[src/rtl/port_reader_pkg.sv]
// port_reader_pkg: shared defaults, FSM state encoding and index helpers for port_reader.
package port_reader_pkg;
  localparam int PORT_NUB_TOTAL = 4;
  localparam int DATA_WIDTH_DEF = 32;
  localparam logic [0:0] IDLE  = 1'b0;
  localparam logic [0:0] BURST = 1'b1;
  function automatic int wrap_inc(input int idx, input int n);
    return (idx + 1 >= n) ? 0 : idx + 1;
  endfunction
endpackage

[src/rtl/port_reader_rr_pick.sv]
// rr_pick: round-robin first-one finder starting the search at index start.
module rr_pick #(
  parameter int N = 4,
  localparam int W = $clog2(N)
) (
  input  logic [N-1:0] req,
  input  logic [W-1:0] start,
  output logic [W-1:0] grant,
  output logic         any
);
  logic [N-1:0] rot;
  int off;
  // bit k of rot is req[(start + k) mod N]
  assign rot = N'({req, req} >> start);
  assign any = |req;
  always_comb begin
    off = 0;
    for (int k = N - 1; k >= 0; k--) off = rot[k] ? k : off;
    grant = W'((int'(start) + off) % N);
  end
endmodule

[src/rtl/port_reader.sv]
// port_reader: drains one switch output port's source queues in round-robin bursts
// into a 2-entry skid buffer with a valid/ready output.
module port_reader
  import port_reader_pkg::*;
#(
  parameter int PORT_NUB = PORT_NUB_TOTAL,
  parameter int DATA_WIDTH = DATA_WIDTH_DEF,
  parameter int PORT_ID = 0,
  parameter int BURST_MAX = 8,
  localparam int WIDTH_SEL = $clog2(PORT_NUB)
) (
  input  logic                  clk,
  input  logic                  rst_n,
  input  logic                  enable,
  input  logic [PORT_NUB-1:0]   empty,
  output logic [WIDTH_SEL-1:0]  rd_sel,
  output logic                  rd_en,
  input  logic [DATA_WIDTH-1:0] rd_data,
  output logic                  out_valid,
  input  logic                  out_ready,
  output logic [DATA_WIDTH-1:0] out_data,
  output logic [WIDTH_SEL-1:0]  out_src,
  output logic [31:0]           word_count
);
  localparam int CNT_W = $clog2(BURST_MAX + 1);
  if (PORT_ID >= PORT_NUB) begin : g_bad_port_id
    $error("port_reader: PORT_ID must be below PORT_NUB");
  end
  logic [0:0] state_q, state_d;
  logic [WIDTH_SEL-1:0] src_q, src_d, last_src_q, last_src_d, fly_src_q, start_idx, grant;
  logic [CNT_W-1:0] cnt_q, cnt_d;
  logic fly_q, any_req, pop, credit_ok, last_beat;
  logic [1:0] count_q;
  logic wr_ptr_q, rd_ptr_q;
  logic [DATA_WIDTH-1:0] data_q [2];
  logic [WIDTH_SEL-1:0] tag_q [2];
  rr_pick #(.N(PORT_NUB)) u_pick (
    .req   (~empty),
    .start (start_idx),
    .grant (grant),
    .any   (any_req)
  );
  assign start_idx = WIDTH_SEL'(wrap_inc(int'(last_src_q), PORT_NUB));
  assign out_valid = count_q != 2'd0;
  assign out_data  = data_q[rd_ptr_q];
  assign out_src   = tag_q[rd_ptr_q];
  assign pop       = out_valid && out_ready;
  // a word leaving this cycle frees its slot, so full-rate streaming never stalls
  assign credit_ok = (int'(count_q) - int'(pop) + int'(fly_q)) < 2;
  assign rd_sel    = src_q;
  assign rd_en     = (state_q == BURST) && !empty[src_q] && credit_ok;
  assign last_beat = rd_en && (cnt_q == CNT_W'(BURST_MAX - 1));
  always_comb begin
    state_d = state_q;
    src_d = src_q;
    last_src_d = last_src_q;
    cnt_d = cnt_q + CNT_W'(rd_en);
    if (state_q == IDLE) begin
      cnt_d = '0;
      if (enable && any_req) begin
        state_d = BURST;
        src_d = grant;
      end
    end else if (empty[src_q] || !enable || last_beat) begin
      state_d = IDLE;
      last_src_d = src_q;
    end
  end
  always_ff @(posedge clk or negedge rst_n) begin
    if (!rst_n) begin
      state_q <= IDLE;
      src_q <= '0;
      last_src_q <= WIDTH_SEL'(PORT_NUB - 1);
      cnt_q <= '0;
      fly_q <= 1'b0;
      fly_src_q <= '0;
      count_q <= 2'd0;
      wr_ptr_q <= 1'b0;
      rd_ptr_q <= 1'b0;
      word_count <= '0;
      for (int i = 0; i < 2; i++) begin
        data_q[i] <= '0;
        tag_q[i] <= '0;
      end
    end else begin
      state_q <= state_d;
      src_q <= src_d;
      last_src_q <= last_src_d;
      cnt_q <= cnt_d;
      fly_q <= rd_en;
      fly_src_q <= src_q;
      count_q <= count_q + {1'b0, fly_q} - {1'b0, pop};
      if (fly_q) begin
        data_q[wr_ptr_q] <= rd_data;
        tag_q[wr_ptr_q] <= fly_src_q;
        wr_ptr_q <= ~wr_ptr_q;
      end
      if (pop) rd_ptr_q <= ~rd_ptr_q;
      if (pop && word_count != 32'hFFFF_FFFF) word_count <= word_count + 32'd1;
    end
  end
endmodule

[config.mk]
export PLATFORM = sky130hd
export DESIGN_NAME = port_reader
export DESIGN_NICKNAME = d
export VERILOG_FILES = /design/src/rtl/port_reader_pkg.sv /design/src/rtl/port_reader_rr_pick.sv /design/src/rtl/port_reader.sv
export SDC_FILE = /design/constraint.sdc
export NUM_CORES = 1
export LEC_CHECK = 0
export CAP_MARGIN = 20
export CORE_MARGIN = 2
export CORE_UTILIZATION = 40
export DETAILED_ROUTE_END_ITERATION = 6
export DONT_BUFFER_PORTS = 1
export PLACE_DENSITY_LB_ADDON = 0.25
export SLEW_MARGIN = 0
export SYNTH_ARGS = -nofsm -noshare
export SYNTH_HDL_FRONTEND = slang
export SYNTH_SLANG_ARGS = --single-unit
export TNS_END_PERCENT = 10
[constraint.sdc]
create_clock -name clk -period 3.45 [get_ports clk]
set_clock_uncertainty 0.15 [all_clocks]
set_input_delay 0.69 -clock clk [delete_from_list [all_inputs] [get_ports clk]]
set_output_delay 0.69 -clock clk [all_outputs]
set_load 0.01 [all_outputs]
## After elaboration in Yosys (flattened, before gate mapping)

Index checks and enable logic that the tools add are counted.

- Register bits: 116
- Logic and storage cells: 75
- Output and inout bits: 70
- Input bits: 40

- Bitwise logic cells: 6
- Shift-type cells: 1
- $add $sub $neg: 8
- Reductions and logical operators: 15
- Mux-type cells: 23
- Magnitude comparators: 6
- Equal/unequal tests: 2

Operators with widths:

| kind | count |
|---|---|
| 2-to-1 mux 32 bit | 4 |
| bitwise mux 64 bit | 1 |
| adder 32 x 1 -> 32 bit (second input constant) | 1 |
| demux 32 bit (select 1 bit) | 1 |
| inequality test 32 bit (second input constant) | 1 |
| 2-to-1 mux 2 bit | 9 |
| right shift 8 x 2 -> 4 bit | 1 |
| logical AND 1 bit | 7 |
| adder 3 x 2 -> 4 bit | 1 |
| adder 4 x 1 -> 4 bit | 1 |
| bitwise mux 4 bit | 1 |
| == test 4 x 3 -> 1 bit (second input constant) | 1 |
| greater-or-equal comparator 2 bit (second input constant) | 2 |
| < comparator 4 x 3 -> 1 bit (second input constant) | 1 |
| 2-to-1 mux 1 bit | 4 |
| 2-to-1 mux 4 bit | 1 |
| inverter 1 -> 2 bit | 2 |
| inverter 4 bit | 1 |
| AND reduction 2 bit | 2 |
| OR reduction 4 bit | 1 |
| adder 2 x 1 -> 3 bit (second input constant) | 1 |
| greater-or-equal comparator 3 bit (second input constant) | 1 |
| < comparator 2 x 3 -> 1 bit (second input constant) | 1 |
| inverter 1 bit | 3 |
| 10 further kinds | 12 |

## Depth between registers and ports, before layout

Gate-level depths: netlist of the first run.

- Depth after elaboration: 10
- Mapped depth: 14
- Gate-level depth less buffers: 14

## Cells and area by module

A second synthesis of the first run with hierarchy kept.

- Cell total of the unflattened synthesis: 420
- Area total of the unflattened synthesis: 5412.7 µm²

By module, submodules not included:

| module | instances | cells each | area an instance (µm²) | sequential area each (µm²) |
|---|---|---|---|---|
| port_reader | 1 | 393 | 5233.8 | 2905.3 |
| rr_pick | 1 | 27 | 178.9 | 0.0 |

## Worst setup path after synthesis of the first run

Ideal clock, no wire load.

- Path kind: register -> register
- Start point: register count_q[1]
- End point: register cnt_q[2]
- Clock period less this slack: 2.859 ns
- Required time: 3.181 ns
- Setup time: 0.119 ns
- Data arrival time: 2.590 ns
- Slack: 0.591 ns
- Buffers on the path: 0
- Stages on the path, launching flop included: 15
- Cell sequence: dfrtp_1 or2_1 nand2_1 inv_2 ha_1 inv_1 ha_1 inv_1 fa_1 nand2_1 nor2_1 ha_1 ha_1 xor2_1 and2_1

- Cells in the longest elaborated chain, start to end: 8

Ends and longest elaborated chain:

| what | RTL line | RTL |
|---|---|---|
| start, declared | port_reader.sv:33 | `logic [1:0] count_q;` |
| start signal, assigned | port_reader.sv:92 | `count_q <= count_q + {1'b0, fly_q} - {1'b0, pop};` |
| nonzero test 2 bit | port_reader.sv:44 | `assign out_valid = count_q != 2'd0;` |
| named net out_valid | port_reader.sv:19 | `output logic out_valid,` |
| logical AND 1 bit | port_reader.sv:47 | `assign pop = out_valid && out_ready;` |
| named net pop | port_reader.sv:32 | `logic fly_q, any_req, pop, credit_ok, last_beat;` |
| subtractor 2 x 1 -> 3 bit | port_reader.sv:49 | `assign credit_ok = (int'(count_q) - int'(pop) + int'(fly_q)) < 2;` |
| adder 3 x 2 -> 4 bit | port_reader.sv:49 |  |
| < comparator 4 x 3 -> 1 bit | port_reader.sv:49 |  |
| logical AND 1 bit | port_reader.sv:51 | `assign rd_en = (state_q == BURST) && !empty[src_q] && credit_ok;` |
| named net rd_en | port_reader.sv:17 | `output logic rd_en,` |
| adder 4 x 1 -> 4 bit | port_reader.sv:57 | `cnt_d = cnt_q + CNT_W'(rd_en);` |
| 2-to-1 mux 4 bit | port_reader.sv:58 | `if (state_q == IDLE) begin` |
| named net cnt_d[2] | port_reader.sv:31 | `logic [CNT_W-1:0] cnt_q, cnt_d;` |
| end signal, assigned | port_reader.sv:89 | `cnt_q <= cnt_d;` |
| end, declared | port_reader.sv:31 |  |

The timed path passes the listed nets, and every way through them passes these cells.
A chain may end at the register's enable or synchronous reset.

## Worst setup path after layout of the first run

- Start point: register count_q[1]
- End point: output rd_en

- Cells in the longest elaborated chain, start to end: 6

Ends and longest elaborated chain:

| what | RTL line |
|---|---|
| nonzero test 2 bit | port_reader.sv:44 |
| named net out_valid | port_reader.sv:19 |
| logical AND 1 bit | port_reader.sv:47 |
| named net pop | port_reader.sv:32 |
| subtractor 2 x 1 -> 3 bit | port_reader.sv:49 |
| adder 3 x 2 -> 4 bit | port_reader.sv:49 |
| < comparator 4 x 3 -> 1 bit | port_reader.sv:49 |
| logical AND 1 bit | port_reader.sv:51 |
| end, declared | port_reader.sv:17 |

The timed path passes the listed nets, and every way through them passes these cells.

==> run_results.csv, run 1 <==
group,metric,value,unit
sta,hold_violations,114,
route,viasPerCell,5.346,
floorplanning,die-area,14490,sq um
floorplanning,core-area,13240,sq um
grt,grt_max_degree,117,
cts,clkTransAtPathRegs,0.05,ns
synth,synth_top_cell_area_share,52.67,%
finish,n_fill_cell,1220,
floorplanning,row_count,42,
power_and_ir_drop,clkPwrFrac,30.8,%
placed_design,dp_cells,589,
synth,yosys_warnings,0,
synth,synthFlopType,"dfrtp_1",
power_and_ir_drop,p_comb_share,30.0,%
route,drc_errors,0,
grt,grt_pass1_wl,18160,microns
outcome,run_status,"complete, but fails checks",
synth,ys_seq_area_share,53.64,%
synth,synth.cell_area,5416,sq um
power_and_ir_drop,p_per_area,915.2,nW/um^2
synth,synth-seq-cells,116,
sta,final_max_slew_viol_count,0,
synth,yosys.area.top_type,"dfrtp_1",
sta,fin_crit_sh,94.87,%
power_and_ir_drop,switching_power,1727,uW
grt,grt_use_total,15.93,%
power_and_ir_drop,intPower,3965,uW
power_and_ir_drop,seqPwrFrac,39.2,%
sta,setup_viol,0,
route,routed_wirelength,10840,microns
worst_setup_path,path_class,"flip-flop to output pin",
synth,synth_area_leaders,"dfrtp_1, mux2_2, xnor2_1, xor2_1, ha_1",
cts,clock_path_buffers,2,
placed_design,dp_hpwl,7293,microns
floorplanning,die_h,120.4,microns
route,antenna_left,0,
flow_run,max-cap-violations,0,
finish,fin_cells,621,
outcome,failed_checks,"negative hold slack",
cts,root_buffer,"clkbuf_16",
sta,max-slew-margin-rel,38.27,%
cts,cts_max_level,4,
grt,grt_overflow,0,
cts,clock-sinks,116,
sta,worstMarginPinSlew,0.9226,ns
power_and_ir_drop,power.leakage,0.002685,uW
floorplanning,boundaryPins,110,
floorplanning,die_x,120.4,microns
route,firstDrtPassIters,4,
synth,avgSynthCellArea,12.80,sq um
synth,synth_cells,423,
worst_setup_path,start_kind,"flip-flop",
worst_setup_path,critPathCaptureType,"output pin",
worst_hold_path,hp-class,"primary input to async pin",
worst_setup_path,rr_worst_depth,14,
synth,async_flop_share,100.0,%
grt,antenna_found_initial,0,
placed_design,portBuffers,0,
finish,num_antenna_cells,0,
sta,whs,-0.1697,ns
finish,areaGrowthSynthToFinish,14.83,%
sta,max_freq,305.5,MHz
worst_setup_path,worstPathMaxFanout,6,
sta,setup-tns-final,0,ns
route,num_vias,3320,
floorplanning,initial_core_util,40.90,%
finish,nets,482,
power_and_ir_drop,peakVddDrop,0.3810,mV
cts,cts_setup_buffers,0,
cts,numCtsBuffers,17,
power_and_ir_drop,swShare,30.34,%
synth,synth_fp_nets,473,
synth,synth-edff-count,0,
route,wire_per_inst,17.45,microns
cts,cts_tree,"built",
worst_setup_path,arrival,2.43,ns
grt,grt_pass1_vias,3607,
worst_setup_path,required,2.61,ns
synth,synthDistinctLibCells,48,
finish,drive_gt1_share,33.93,%
route,drtIter0Drc,163,
placed_design,gp_congestion,0.7561,
sta,rsz0062_at_grt,"no",
cts,clk_latency,0.40,ns
worst_setup_path,crit_start,"count_q[1]$_DFF_PN0_",
worst_setup_path,rr_startpoint,"count_q[1]$_DFF_PN0_",
sta,fin_crit,3.273,ns
[sequential cells by signal, indices dropped and copies added, names as in the netlist]
| register | cells |
|---|---|
| fly_q | 1 |
| word_count | 32 |
| rd_sel | 2 |
| tag_q | 4 |
| fly_src_q | 2 |
| state_q | 1 |
| cnt_q | 4 |
| rd_ptr_q | 1 |
| data_q | 64 |
| count_q | 2 |
| wr_ptr_q | 1 |
| last_src_q | 2 |
[final cells by class]
cell class                      instances  area [sq um]  area share [%]
Clock buffer                           22         464.2           7.463
Clock inverter                         10         130.1           2.092
Inverter                               10         37.54          0.6035
Multi-Input combinational cell        284          2440           39.23
Sequential cell                       116          2905           46.71
Tap cell                              176         220.2           3.541
Timing Repair Buffer                    3         22.52          0.3621
[logic make-up (layout without fill, tap and decap cells)]
kind of cell,after synthesis,in the layout,share of synthesized area [%]
muxes,109,109,22.85
xor gates and xnor gates,36,36,5.821
adders and majority gates,10,10,2.449
and+or+nand+nor,110,110,11.07
buffers and inverters,23,45,1.594
DFF,116,116,53.64
AOI/OAI and AO/OA,19,19,2.587
[cell usage after synthesis (2+ instances only)]
library cell  instances
dfstp_2               2
ha_1                  9
xnor2_1              18
o211ai_1              2
o21ai_0               4
mux2_1                3
clkbuf_1              9
mux2_2              104
dfrtp_1             114
a211oi_1              2
nand3_1              15
inv_1                 9
o21ai_1               2
and4_1                5
nor2b_1               5
nor3_1                8
nand2_1              24
nand4bb_1             2
nor2_1               20
nand2b_1              3
xor2_1               18
buf_1                 4
and2_1                6
nand4_1              11
[metrics by stage]
| stage | power, uW | util [%] | setup WS (ns) | area (sq um) |
|---|---|---|---|---|
| detailed placement | 3993 | 42.44 | 0.2942 | 5620 |
| finish | 5692 | 46.97 | 0.1769 | 6220 |
| floorplan | 3601 | - | 0.5913 | 5416 |
| CTS | 5785 | 46.93 | 0.04241 | 6215 |
| global placement | 3912 | 42.44 | 0.4217 | 5620 |
| global route | 6045 | 46.97 | 0.0008908 | 6220 |
[worst paths after layout]
kind                       slack [ns]                    endpoint
min                             -0.17  word_count[29]$_DFFE_PN0P_
max                              0.18                       rd_en
min reg2reg                      0.32        rd_ptr_q$_DFFE_PN0P_
min in group clk                 0.29       data_q[7]$_DFFE_PN0P_
max reg2reg                      0.41          cnt_q[2]$_DFF_PN0_
max in group asynchronous        3.12   last_src_q[1]$_DFFE_PN1P_
[layer usage]
layer	wire, microns	global-route usage [%]	part of all wire, %	vias to the layer above
met3	686	5.566	6.3	8
li1	-	-	-	1523
met2	5204	25.67	48	97
met5	0	0	0	-
met4	124	5.451	1.1	0
met1	4824	19.96	45	1692
[cells in the final DEF, fill, tap and decap left out, drive strengths merged, types with 2 or more instances in the layout]
cell type / n
ha: 9
clkbuf: 22
xor2: 18
nor2: 20
xnor2: 18
o211ai: 2
and2: 6
inv: 10
o21ai: 8
clkinvlp: 2
nand2b: 3
nand3: 15
bufinv: 3
buf: 3
nand2: 24
and4: 5
nor3: 9
nor2b: 5
nor4: 2
nand4: 12
dfrtp: 114
dfstp: 2
clkinv: 5
a211oi: 2
mux2: 107
nand4bb: 2
[what timing repair did]
action,4_1_cts,5_1_grt
setup endpoints to repair,0,1
gates resized for setup,0,2
endpoints found under the hold margin,116,116
[power groups by stage]
stage	clock, uW	combinational (uW)	sequential [uW]
after global placement	0	1690	2220
after floorplan	0	1460	2140
after detailed placement	0	1730	2260
final	1750	1710	2230
after global routing	1860	1870	2310
after CTS	1800	1740	2240
[worst max-delay path, stage by stage, from the launching register on]
cell	delay, ns
dfrtp_1	0.43
or2_4	0.30
nand2_2	0.11
inv_2	0.07
ha_1	0.29
inv_1	0.08
ha_1	0.14
inv_1	0.04
fa_1	0.36
nand2_1	0.10
nor2_1	0.10
(Power assumes the default switching activity.)
==> run 2, diff against run 1 <==
Clock period 3.45 ns to 3.5 ns, I/O delays scaled along.
==> run_results.csv, run 2 (synthesis gave the netlist of run 1 again) <==
group,metric,value,unit
sta,fin_crit_sh,93.27,%
placed_design,dp_slack,0.3831,ns
worst_setup_path,reg2reg_to,"cnt_q[2]$_DFF_PN0_",
finish,top_regs,"data_q: 64 flops, word_count: 32 flops",
sta,fin_crit,3.264,ns
power_and_ir_drop,peakVddDrop,0.3156,mV
finish,most-common-layout-cells,"dfrtp_1, mux2_2, nand2_1, nor2_1",
floorplanning,die_x,120.4,microns
grt,grt_use_total,15.26,%
route,firstDrtPassIters,4,
floorplanning,core-area,13240,sq um
route,antenna_left,0,
floorplanning,die-area,14490,sq um
placed_design,placed_cell_area,5613,sq um
route,viasPerCell,5.295,
worst_setup_path,worstPathMaxFanout,6,
route,routed_wirelength,10680,microns
worst_setup_path,r2r_slack,0.50,ns
cts,clock-sinks,116,
sta,setup-tns-final,0,ns
finish,drive_gt1_share,34.46,%
floorplanning,row_count,42,
flow_run,max-cap-violations,0,
finish,n_fill_cell,1198,
worst_setup_path,arrival,2.41,ns
placed_design,dp_hpwl,7099,microns
sta,max_freq,306.3,MHz
sta,rsz0062_at_grt,"no",
placed_design,portBuffers,0,
power_and_ir_drop,p_per_area,900.1,nW/um^2
cts,numCtsBuffers,17,
route,wire_per_inst,17.23,microns
route,num_vias,3283,
worst_setup_path,rr_startpoint,"count_q[1]$_DFF_PN0_",
finish,num_antenna_cells,0,
grt,grt_pass1_vias,3410,
cts,cts_setup_buffers,0,
worst_setup_path,required,2.65,ns
outcome,failed_checks,"negative hold slack",
sta,worstMarginPinSlew,0.8987,ns
sta,final_max_slew_viol_count,0,
grt,grt_max_degree,117,
cts,clk_latency,0.41,ns
worst_setup_path,critPathCaptureType,"output pin",
sta,setup_viol,0,
worst_setup_path,start_kind,"flip-flop",
placed_design,gp_congestion,0.7598,
route,drc_errors,0,
cts,clkTransAtPathRegs,0.05,ns
floorplanning,initial_core_util,40.90,%
worst_setup_path,path_class,"flip-flop to output pin",
sta,hold_violations,114,
power_and_ir_drop,p_total,5594,uW
worst_setup_path,crit_end,"rd_en",
finish,areaGrowthSynthToFinish,14.74,%
sta,max-slew-margin-rel,39.88,%
worst_setup_path,rr_worst_depth,14,
cts,root_buffer,"clkbuf_16",
finish,regMostFlops,"data_q",
cts,cts_max_level,4,
cts,cts_tree,"built",
finish,final_area,6215,sq um
sta,whs,-0.1581,ns
finish,multi_input_comb_area,2440,sq um
finish,nets,481,
worst_setup_path,crit_start,"count_q[1]$_DFF_PN0_",
power_and_ir_drop,power.leakage,0.002670,uW
floorplanning,boundaryPins,110,
finish,register_area,2905,sq um
route,drtIter0Drc,118,
grt,grt_overflow,0,
floorplanning,die_h,120.4,microns
finish,mostFrequentLayoutCell,"dfrtp_1",
grt,antenna_found_initial,0,
grt,grt_pass1_wl,17220,microns
sta,finalWorstSetupSlack,0.2357,ns
cts,clock_path_buffers,2,
worst_hold_path,hp-class,"primary input to async pin",
finish,largest_reg_flops,64,
outcome,run_status,"complete, but fails checks",
run 2: worst min path at each step:
stage | start | to | cells past startpoint | slack, ns
5_1_grt | rst_n | data_q[9]$_DFFE_PN0P_ | 0 | -0.19
2_1_floorplan | rst_n | cnt_q[0]$_DFF_PN0_ | 0 | 0.25
4_1_cts | rst_n | data_q[18]$_DFFE_PN0P_ | 0 | -0.18
6_report | rst_n | data_q[4]$_DFFE_PN0P_ | 0 | -0.16
3_5_place_dp | rst_n | data_q[4]$_DFFE_PN0P_ | 0 | 0.26
3_3_place_gp | rst_n | data_q[4]$_DFFE_PN0P_ | 0 | 0.26
run 2: layout make-up:
| cell class | instances | share of cell area [%] |
|---|---|---|
| repair buffers | 2 | 0.2416 |
| well taps | 176 | 3.543 |
| flip-flops and latches | 116 | 46.75 |
| multi-input cells | 284 | 39.26 |
| inverters | 10 | 0.6040 |
| clock buffers | 20 | 7.510 |
| clock inverters | 12 | 2.094 |
run 2: stage by stage:
step	std cells	util (%)	hold WS, ns
floorplan	423	-	0.2544
global placement	588	42.38	0.2577
detailed placement	588	42.38	0.2580
CTS	620	46.89	-0.1806
global route	620	46.93	-0.1858
finish	620	46.93	-0.1581
run 2: worst max-delay path, cell delays in order, from the launching register on:
cell and delay [ns]:
dfrtp_1 0.43, or2_4 0.30, nand2_2 0.11, inv_2 0.07, ha_1 0.28, inv_1 0.07
ha_1 0.14, inv_1 0.05, fa_1 0.37, nand2_1 0.10, nor2_1 0.10
run 2: power breakdown:
part / internal, uW / switching [uW]
Clock: 1100 / 610
Sequential: 1860 / 341
Combinational: 897 / 785
Total: 3860 / 1740
run 2: repair_timing:
item / in CTS / in global routing
endpoints found under the setup margin: 0 / 1
resized for setup: 0 / 2
hold endpoints to repair: 116 / 116
run 2: per-layer routing:
metal / global-route usage [%] / vias to the layer above / routed length [microns]
met3: 5.189 / 12 / 667
met5: 0 / - / 0
li1: - / 1525 / -
met2: 24.15 / 93 / 5050
met1: 18.91 / 1653 / 4784
met4: 6.904 / 0 / 178
==> run 3, diff against run 2 <==
Settings changed: CORE_UTILIZATION 40 to 35, PLACE_DENSITY_LB_ADDON 0.25 to not set.
==> run_results.csv, run 3 (synthesis gave the netlist of run 1 again) <==
group,metric,value,unit
outcome,run_status,"complete, but fails checks",
outcome,failed_checks,"negative hold slack",
cts,clk_latency,0.41,ns
finish,areaGrowthSynthToFinish,15.50,%
cts,cts_tree,"built",
power_and_ir_drop,power.leakage,0.002675,uW
worst_setup_path,worstPathMaxFanout,6,
sta,fin_crit,3.329,ns
sta,setup-tns-final,0,ns
cts,cts_max_level,4,
flow_run,max-cap-violations,0,
sta,max-slew-margin-rel,40.31,%
finish,largest_reg_flops,64,
route,wire_per_inst,17.55,microns
power_and_ir_drop,peakVddDrop,0.3608,mV
finish,regMostFlops,"data_q",
route,antenna_left,0,
finish,mostFrequentLayoutCell,"dfrtp_1",
worst_setup_path,arrival,2.48,ns
placed_design,portBuffers,0,
grt,grt_max_degree,117,
route,drtIter0Drc,99,
floorplanning,die-area,16490,sq um
sta,final_max_slew_viol_count,0,
grt,grt_pass1_vias,3449,
finish,most-common-layout-cells,"dfrtp_1, mux2_2, nand2_1, nor2_1",
sta,worstMarginPinSlew,0.8953,ns
finish,nets,481,
route,routed_wirelength,11090,microns
sta,hold_violations,114,
cts,clock-sinks,116,
worst_setup_path,required,2.65,ns
floorplanning,core-area,15150,sq um
sta,setup_viol,0,
finish,drive_gt1_share,33.78,%
power_and_ir_drop,switching_power,1738,uW
worst_setup_path,start_kind,"flip-flop",
route,firstDrtPassIters,4,
power_and_ir_drop,clkPwrFrac,32.0,%
floorplanning,boundaryPins,110,
power_and_ir_drop,intPower,3955,uW
placed_design,gp_congestion,0.7715,
sta,fin_crit_sh,95.10,%
cts,clock_path_buffers,2,
placed_design,dp_hpwl,7335,microns
route,drc_errors,0,
grt,grt_overflow,0,
cts,numCtsBuffers,17,
sta,finalWorstSetupSlack,0.1715,ns
sta,rsz0062_at_grt,"no",
floorplanning,initial_core_util,35.76,%
finish,top_regs,"data_q: 64 flops, word_count: 32 flops",
cts,root_buffer,"clkbuf_16",
placed_design,dp_slack,0.3770,ns
floorplanning,row_count,45,
floorplanning,die_x,128.4,microns
worst_hold_path,hp-class,"primary input to async pin",
worst_setup_path,critPathCaptureType,"output pin",
cts,cts_setup_buffers,0,
finish,num_antenna_cells,0,
power_and_ir_drop,p_per_area,910.0,nW/um^2
grt,grt_pass1_wl,17810,microns
route,num_vias,3272,
power_and_ir_drop,p_comb_share,27.9,%
grt,grt_use_total,14.12,%
floorplanning,die_h,128.4,microns
sta,whs,-0.1614,ns
worst_setup_path,path_class,"flip-flop to output pin",
finish,n_fill_cell,1411,
route,viasPerCell,5.177,
power_and_ir_drop,swShare,30.53,%
power_and_ir_drop,seqPwrFrac,40.0,%
sta,max_freq,300.4,MHz
grt,antenna_found_initial,0,
cts,clkTransAtPathRegs,0.05,ns
==> run 3: per-stage QoR <==
step	instances	cell area (sq um)	util, %	hold slack, ns	power, uW
6_report	632	6256	41.31	-0.1614	5693
2_1_floorplan	423	5416	-	0.2544	3549
3_3_place_gp	600	5627	37.15	0.2583	3848
4_1_cts	632	6254	41.29	-0.1923	5796
3_5_place_dp	600	5627	37.15	0.2589	3923
5_1_grt	632	6256	41.31	-0.1956	6045
==> run 3: cell type report <==
cell class / instances / area, sq um / area share, %
Sequential cell: 116 / 2907 / 46.46
Multi-Input combinational cell: 284 / 2435 / 38.92
Clock buffer: 20 / 446.7 / 7.140
Tap cell: 188 / 235.2 / 3.760
Clock inverter: 12 / 180.2 / 2.880
Inverter: 10 / 37.54 / 0.6000
Timing Repair Buffer: 2 / 15.01 / 0.2400
==> run 3: final timing paths <==
kind                       depth (start not counted)              startpoint  slack (ns)                         to
min in group clk                                   1             rd_data[15]        0.29     data_q[15]$_DFFE_PN0P_
max in group asynchronous                          0                   rst_n        3.15  last_src_q[1]$_DFFE_PN1P_
setup / recovery                                  10    count_q[1]$_DFF_PN0_        0.17                      rd_en
hold / removal                                     0                   rst_n       -0.16     data_q[41]$_DFFE_PN0P_
hold reg to reg                                    1  data_q[15]$_DFFE_PN0P_        0.35     data_q[15]$_DFFE_PN0P_
setup reg to reg                                  14    count_q[1]$_DFF_PN0_        0.44         cnt_q[2]$_DFF_PN0_
==> run 3: worst max-delay path, cell delays in order (launching register included) <==
cell and delay (ns):
dfrtp_1 0.43, or2_1 0.33, nand2_2 0.13, inv_2 0.07, ha_1 0.28, inv_1 0.08, ha_1 0.14, inv_1 0.05
fa_1 0.36, nand2_1 0.10, nor2_1 0.10
==> run 3: timing repair <==
action,in CTS,in global routing
endpoints found under the setup margin,0,1
hold endpoints to repair,116,116
resized for setup,0,1
==> run 3: power by group through the flow <==
stage | Combinational [uW] | Clock, uW | Sequential [uW]
floorplan | 1440 | 0 | 2110
global placement | 1580 | 0 | 2270
CTS | 1630 | 1880 | 2290
detailed placement | 1620 | 0 | 2310
finish | 1590 | 1820 | 2280
global route | 1740 | 1940 | 2360
==> run 3: routing by layer <==
layer	vias up	global-route usage [%]	wire length, microns
met5	-	0	0
met4	0	6.012	162
met3	12	5.239	638
met2	71	22.59	5445
met1	1666	17.20	4845
li1	1523	-	-
